**config.mk**
```make
export PLATFORM = sky130hd
export DESIGN_NAME = tag_serpar
export DESIGN_NICKNAME = d
export VERILOG_FILES = /design/src/rtl/romulus_pkg.sv /design/src/rtl/tag_serpar_share_xor_word.sv /design/src/rtl/tag_serpar.sv
export SDC_FILE = /design/constraint.sdc
export NUM_CORES = 1
export LEC_CHECK = 0
export CAP_MARGIN = 20
export CORE_ASPECT_RATIO = 1.1
export CORE_UTILIZATION = 42
export CTS_BUF_LIST = sky130_fd_sc_hd__clkbuf_8
export CTS_CLUSTER_SIZE = 16
export DETAILED_ROUTE_END_ITERATION = 10
export GPL_TIMING_DRIVEN = 0
export PLACE_DENSITY = 0.79
export SYNTH_ARGS = -nofsm -noshare
export SYNTH_HDL_FRONTEND = slang
export SYNTH_SLANG_ARGS = --single-unit
```
**constraint.sdc**
```tcl
create_clock -name clk -period 2.05 [get_ports clk]
set_clock_uncertainty 0.2 [all_clocks]
set_input_delay 0.205 -clock clk [delete_from_list [all_inputs] [get_ports clk]]
set_output_delay 0.205 -clock clk [all_outputs]
set_load 0.1 [all_outputs]
```
**src/rtl/romulus_pkg.sv**
```systemverilog
// Shared constants and FSM state type for the tag serial/parallel block.
package romulus_pkg;

    localparam int TAG_WORDS = 4;
    localparam int WORD_W    = 32;
    localparam int STATE_W   = 128;

    // Index of the terminal tag word (2-bit word counter)
    localparam logic [1:0] LAST_WORD = 2'(TAG_WORDS - 1);

    typedef enum logic [1:0] {
        IDLE,
        EMIT,
        VERIFY,
        FIN
    } state_e;

endpackage

```
**src/rtl/tag_serpar_share_xor_word.sv**
```systemverilog
// share_xor_word: combinational recombiner, XORs d 32-bit share words into one.
module share_xor_word
    import romulus_pkg::*;
#(
    parameter int d = 2
) (
    input  logic [d*WORD_W-1:0] words_i,
    output logic [WORD_W-1:0]   word_o
);

    // Fold every share word into the running XOR
    always_comb begin
        // NOTE: assign a default before the loop so no path leaves word_o unassigned (no latch).
        word_o = '0;
        for (int k = 0; k < d; k++) begin
            word_o = word_o ^ words_i[k*WORD_W +: WORD_W];
        end
    end

endmodule

```
**src/rtl/tag_serpar.sv**
```systemverilog
// tag_serpar: captures the shared final cipher state, then either streams the
// recombined 128-bit tag as four 32-bit words (emit) or checks four received
// words against it (verify).
// Optional build macro TAG_SHARED_OUT_EN: emit mode outputs the raw share words
// (share 0 .. d-1 for each tag word) instead of recombining them.
module tag_serpar
    import romulus_pkg::*;
#(
    parameter int d = 2
) (
    input  logic                 clk,
    input  logic                 rst_n,
    input  logic [STATE_W*d-1:0] state_in,
    input  logic                 load,
    input  logic                 verify,
    output logic [WORD_W-1:0]    pdo,
    output logic                 pdo_valid,
    input  logic                 pdo_ready,
    input  logic [WORD_W-1:0]    pdi,
    input  logic                 pdi_valid,
    output logic                 pdi_ready,
    output logic                 busy,
    output logic                 done,
    output logic                 tag_ok
);

    localparam int BUF_W = STATE_W * d;

    state_e                 state_q;
    logic [BUF_W-1:0]       buf_q;
    logic [1:0]             wcnt_q;
    logic [WORD_W-1:0]      diff_q;
    logic                   tag_ok_q;

    logic [d*WORD_W-1:0]    top_flat;
    logic [BUF_W-1:0]       buf_shift;
    logic [WORD_W-1:0]      tw;
    logic [WORD_W-1:0]      emit_word;
    logic [WORD_W-1:0]      diff_next;
    logic                   word_adv;

`ifdef TAG_SHARED_OUT_EN
    localparam int SCNT_W = $clog2(d);
    localparam logic [SCNT_W-1:0] LAST_SHARE = SCNT_W'(d - 1);

    logic [SCNT_W-1:0]      scnt_q;
`endif

    // Gather the current (top) word of every share and the buffer shifted by one word
    always_comb begin
        top_flat  = '0;
        buf_shift = '0;
        for (int k = 0; k < d; k++) begin
            top_flat[k*WORD_W +: WORD_W] = buf_q[k*STATE_W + (STATE_W - WORD_W) +: WORD_W];
            buf_shift[k*STATE_W +: STATE_W] =
                {buf_q[k*STATE_W +: (STATE_W - WORD_W)], {WORD_W{1'b0}}};
        end
    end

    share_xor_word #(
        .d (d)
    ) u_share_xor_word (
        .words_i (top_flat),
        .word_o  (tw)
    );

    assign diff_next = diff_q | (pdi ^ tw);

`ifdef TAG_SHARED_OUT_EN
    // Emit the selected raw share word; advance the tag word only after the last share
    always_comb begin
        emit_word = '0;
        for (int k = 0; k < d; k++) begin
            if (scnt_q == SCNT_W'(k)) begin
                emit_word = top_flat[k*WORD_W +: WORD_W];
            end
        end
        word_adv = (state_q == EMIT) && pdo_ready && (scnt_q == LAST_SHARE);
    end
`else
    // Emit the recombined word; every accepted transfer advances the tag word
    always_comb begin
        emit_word = tw;
        word_adv  = (state_q == EMIT) && pdo_ready;
    end
`endif

    // Control FSM with the share buffer, word counter and mismatch accumulator
    always_ff @(posedge clk or negedge rst_n) begin
        if (!rst_n) begin
            // NOTE: the share buffer is reset on purpose so no key-dependent data survives a reset.
            state_q  <= IDLE;
            buf_q    <= '0;
            wcnt_q   <= '0;
            diff_q   <= '0;
            tag_ok_q <= 1'b0;
`ifdef TAG_SHARED_OUT_EN
            scnt_q   <= '0;
`endif
        end else begin
            // NOTE: all state here uses non-blocking assignments so every register sees pre-edge values.
            case (state_q)
                IDLE: begin
                    if (load) begin
                        buf_q    <= state_in;
                        wcnt_q   <= '0;
                        diff_q   <= '0;
                        tag_ok_q <= 1'b0;
`ifdef TAG_SHARED_OUT_EN
                        scnt_q   <= '0;
`endif
                        state_q  <= verify ? VERIFY : EMIT;
                    end
                end
                EMIT: begin
`ifdef TAG_SHARED_OUT_EN
                    if (pdo_ready) begin
                        scnt_q <= (scnt_q == LAST_SHARE) ? '0 : scnt_q + SCNT_W'(1);
                    end
`endif
                    if (word_adv) begin
                        buf_q  <= buf_shift;
                        wcnt_q <= wcnt_q + 2'd1;
                        if (wcnt_q == LAST_WORD) begin
                            state_q <= FIN;
                        end
                    end
                end
                VERIFY: begin
                    if (pdi_valid) begin
                        diff_q <= diff_next;
                        buf_q  <= buf_shift;
                        wcnt_q <= wcnt_q + 2'd1;
                        if (wcnt_q == LAST_WORD) begin
                            // Result is ready in the same cycle that done pulses
                            tag_ok_q <= (diff_next == '0);
                            state_q  <= FIN;
                        end
                    end
                end
                FIN: begin
                    buf_q   <= '0;
                    wcnt_q  <= '0;
                    diff_q  <= '0;
                    state_q <= IDLE;
                end
                default: begin
                    state_q <= IDLE;
                end
            endcase
        end
    end

    assign pdo       = (state_q == EMIT) ? emit_word : '0;
    assign pdo_valid = (state_q == EMIT);
    assign pdi_ready = (state_q == VERIFY);
    assign busy      = (state_q != IDLE);
    assign done      = (state_q == FIN);
    assign tag_ok    = tag_ok_q;

endmodule

```
==> impl_summary.txt <==
----------------------------------------------------
[Status]
  Status ... finished, violations left
  Violations in the final reports ... setup timing

[Critical path]
  Setup Crit Path Kind ... flip-flop to output pin
  Depth of the worst register-to-register path ... 9
  CP Launch Point ... state_q[1]
  Max stage delay cell, worst path ... dfrtp_1
  Reg-to-reg critical path startpoint ... state_q[1]
  Req. time, crit path ... about 1.6 ns
  Arrival time at the worst endpoint ... around 1.9 ns
  Crit path max fanout ... 6
  Startpoint type of the worst setup path ... flip-flop
  Delay contributed by the slowest stage of the critical path ... between 0.3 and 0.4 ns
  Crit. End Element ... output pin
  Critical-path cell list ... inv_2 -> ha_4 -> clkinvlp_4 -> nor2_4 -> buf_12

[Die]
  Initial core utilization ... 0.426
  Total number of placement rows ... 68
  Floorplan die area ... ~33000 um2
  Top-level I/O count ... about 330
  Die span in x ... 172 um
  Placeable core region ... between 30000 and 40000 um2
  Floorplan die height ... roughly 190 um

[Finish]
  Final cell count without fillers ... between 2000 and 2500
  Fraction of final layout cells sized beyond drive strength 1 ... 0.159
  Commonest non-fill, non-tap cell in the layout ... nand2_1
  Synth-to-Final Area Change ... 49.5%
  Most frequent cells in the layout ... nand2_1, clkdlybuf4s50_1, dfrtp_1
  Fillcell total ... approximately 2500
  Final instance area ... ~20000 um2
  Final layout net count ... roughly 2200

[Route]
  Drt wl/cell ... between 20 and 25 um
  Total detailed-routing wirelength ... about 47000 um
  Count of routing violations after the opening detailed-route iteration ... between 900 and 1000
  Number of iterations in the first detailed-routing pass ... 5
  Remaining routing DRC violations ... 0
  Total via count in the routed design ... 12800
  Count of nets left with antenna violations after detail routing ... 0
  DR vias/cell ... roughly 5.5

[Yosys]
  Number of library cell types mapped by synthesis ... 35
  Yosys warning total ... 0
  Post-Synthesis Cells ... about 1400
  Post-synth net total ... between 1500 and 2000
  Cell type with the highest aggregate area in the netlist ... dfrtp_1
  Count of flip-flops with a built-in enable after synthesis ... 0
  Synth Register Bits ... 293
  Async set-or-reset flop fraction in the synthesized netlist ... 1.00
  Sequential fraction of the synthesis area ... 0.548
  Dominant cells by area after synthesis ... dfrtp_1, a22oi_1, nand2_1
  Syn avg cell area ... approximately 9.4 um2
  Most used flip-flop cell after synthesis ... dfrtp_1
  Area share of the largest cell type after synthesis ... 0.548
  Synth Cell Area ... 13400 um2

[STA]
  Headroom to the max-slew limit ... 0.541
  Period Utilization, post-route ... 1.11
  Setup repair after global routing missed its margin ... yes
  F_max ... between 0.4 and 0.5 GHz
  Final TNS setup ... -39.31 ns
  Final Hold Slack ... 0.00966 ns
  Pin slew with the least headroom to its limit ... a little under 0.7 ns
  Final period demand of the worst path ... about 2.3 ns
  Max Transition Viols Final ... 0
  Setup-violating endpoint count in the final report ... roughly 310
  Final critical-path setup slack ... -0.216 ns
  Final hold violation count ... 0

[Hold path]
  Hold wc startpoint ... state_in[146]
  Worst hold stages ... 3
  Path class of the lowest-slack min-delay path ... input port to flip-flop

[Clock tree]
  TritonCTS clock tree ... built
  Clock buffer depth ... 3
  Clock latency reported for the late side of the worst-skew pair ... between 0.5 and 0.6 ns
  Number of clock sinks ... 293
  Root Buffer Master ... clkbuf_8
  H-tree lvl count ... 2
  Clock transition time at the flip-flop clock pins of the worst setup and hold paths ... about 0.06 ns
  Number of buffers created by CTS ... 48

[Global routing]
  Overall overflow remaining after global route ... 0
  Vias in the first global route ... 12800
  All-layer global routing usage ... 0.287
  Antenna violations before repair ... 8
  Maximum number of pins on one net before global-route repair ... 131
  First-pass GRT wire length ... between 70000 and 80000 um

[Placement]
  Placed Instance Area ... around 17000 um2
  Buffers on Ports ... 330
  RePlAce Congestion ... between 0.9 and 1
  Cell total after placement ... 2175
  Detailed-placement wirelength estimate ... roughly 35000 um

[Power]
  Static power due to leakage ... 8.62 nW
  Areal power density over the cells ... approximately 1600 nW/um2
  Final Power ... roughly 33 mW
  IR Drop Worst-Case VDD ... approximately 0.00068 V

[Run]
  Number of maximum-capacitance violations ... 0

----------------------------------------------------
==> timing repair <==
action	CTS	global route
hold endpoints to repair	344	0
endpoints found under the setup margin	323	322
buffers inserted	3	12
hold buffers	53	0
pin swaps	1	7
resized for setup	384	214
gates cloned	2	2
==> cells in the mapped netlist (all sizes together) (5+ instances only) <==
cell and number:
o21ai 264, nor2 37, clkbuf 60, nor4 15
a22oi 172, xnor2 6, xor2 58, a21oi 51
and2 30, dfrtp 293, ha 5, buf 57
and3 20, inv 7, nand2 331
==> through the flow <==
step | setup slack, ns | utilization
global route | -0.261 | 0.637
detailed placement | -0.805 | 0.553
CTS | -0.203 | 0.615
floorplan | -0.160 | -
global placement | -11.49 | 0.551
finish | -0.216 | 0.637
==> flip-flops by register name, summed over array words and instances, names as in the netlist <==
name     cells
buf_q      256
tag_ok       1
diff_q      32
state_q      2
wcnt_q       2
==> critical path, delay by kind of cell (launching register included) <==
kind,cells,cell delay (ns)
and+or+nand+nor,1,0.19
adders and majority gates,1,0.19
DFF,1,0.39
buffers and inverters,3,0.51
==> cell families (layout without fill, tap and decap cells) <==
kind of cell             after synthesis  after routing  share of synthesized area
AO/OA/AOI/OAI                        492            492                      0.219
AND/OR/NAND/NOR                      445            445                      0.140
flip-flops                           293            293                      0.548
buffers and inverters                124            606                     0.0464
XOR/XNOR                              64             64                     0.0419
adder cells (fa/ha/maj)                5              5                    0.00468
other                                  0              9                          0
==> area by class of cell <==
type                            instances  area [um2]  share of cell area
Antenna cell                            9        22.5             0.00113
Buffer                                116        1040              0.0519
Clock buffer                           56         771              0.0385
Clock inverter                         23        96.3             0.00482
Inverter                                7        32.5             0.00163
Multi-Input combinational cell       1006        5730               0.287
Sequential cell                       293        7330               0.367
Tap cell                              420         526              0.0263
Timing Repair Buffer                  404        4450               0.222
==> per-layer routing <==
layer,global-route usage,wire (um),vias to the layer above
met5,0,0,-
met4,0.173,3070,0
met3,0.0397,2850,163
met2,0.463,22600,609
met1,0.366,18700,6196
li1,-,-,5862
==> power breakdown <==
part | internal (mW) | leakage [nW] | switching (mW) | total (mW)
combinational | 7.40 | 4.25 | 11.2 | 18.6
sequential | 8.06 | 3.86 | 1.56 | 9.62
clock | 2.45 | 0.512 | 2.26 | 4.71
==> path summary, 6_finish.rpt <==
check | to | slack (ns)
max | pdo[20] | -0.22
min | buf_q[146] | 0.01
max reg2reg | buf_q[177] | -0.19
min reg2reg | buf_q[144] | 0.29
max in group asynchronous | buf_q[162] | 0.23
min in group asynchronous | diff_q[22] | 0.45
No activity file was read; power rests on OpenSTA's default activity.
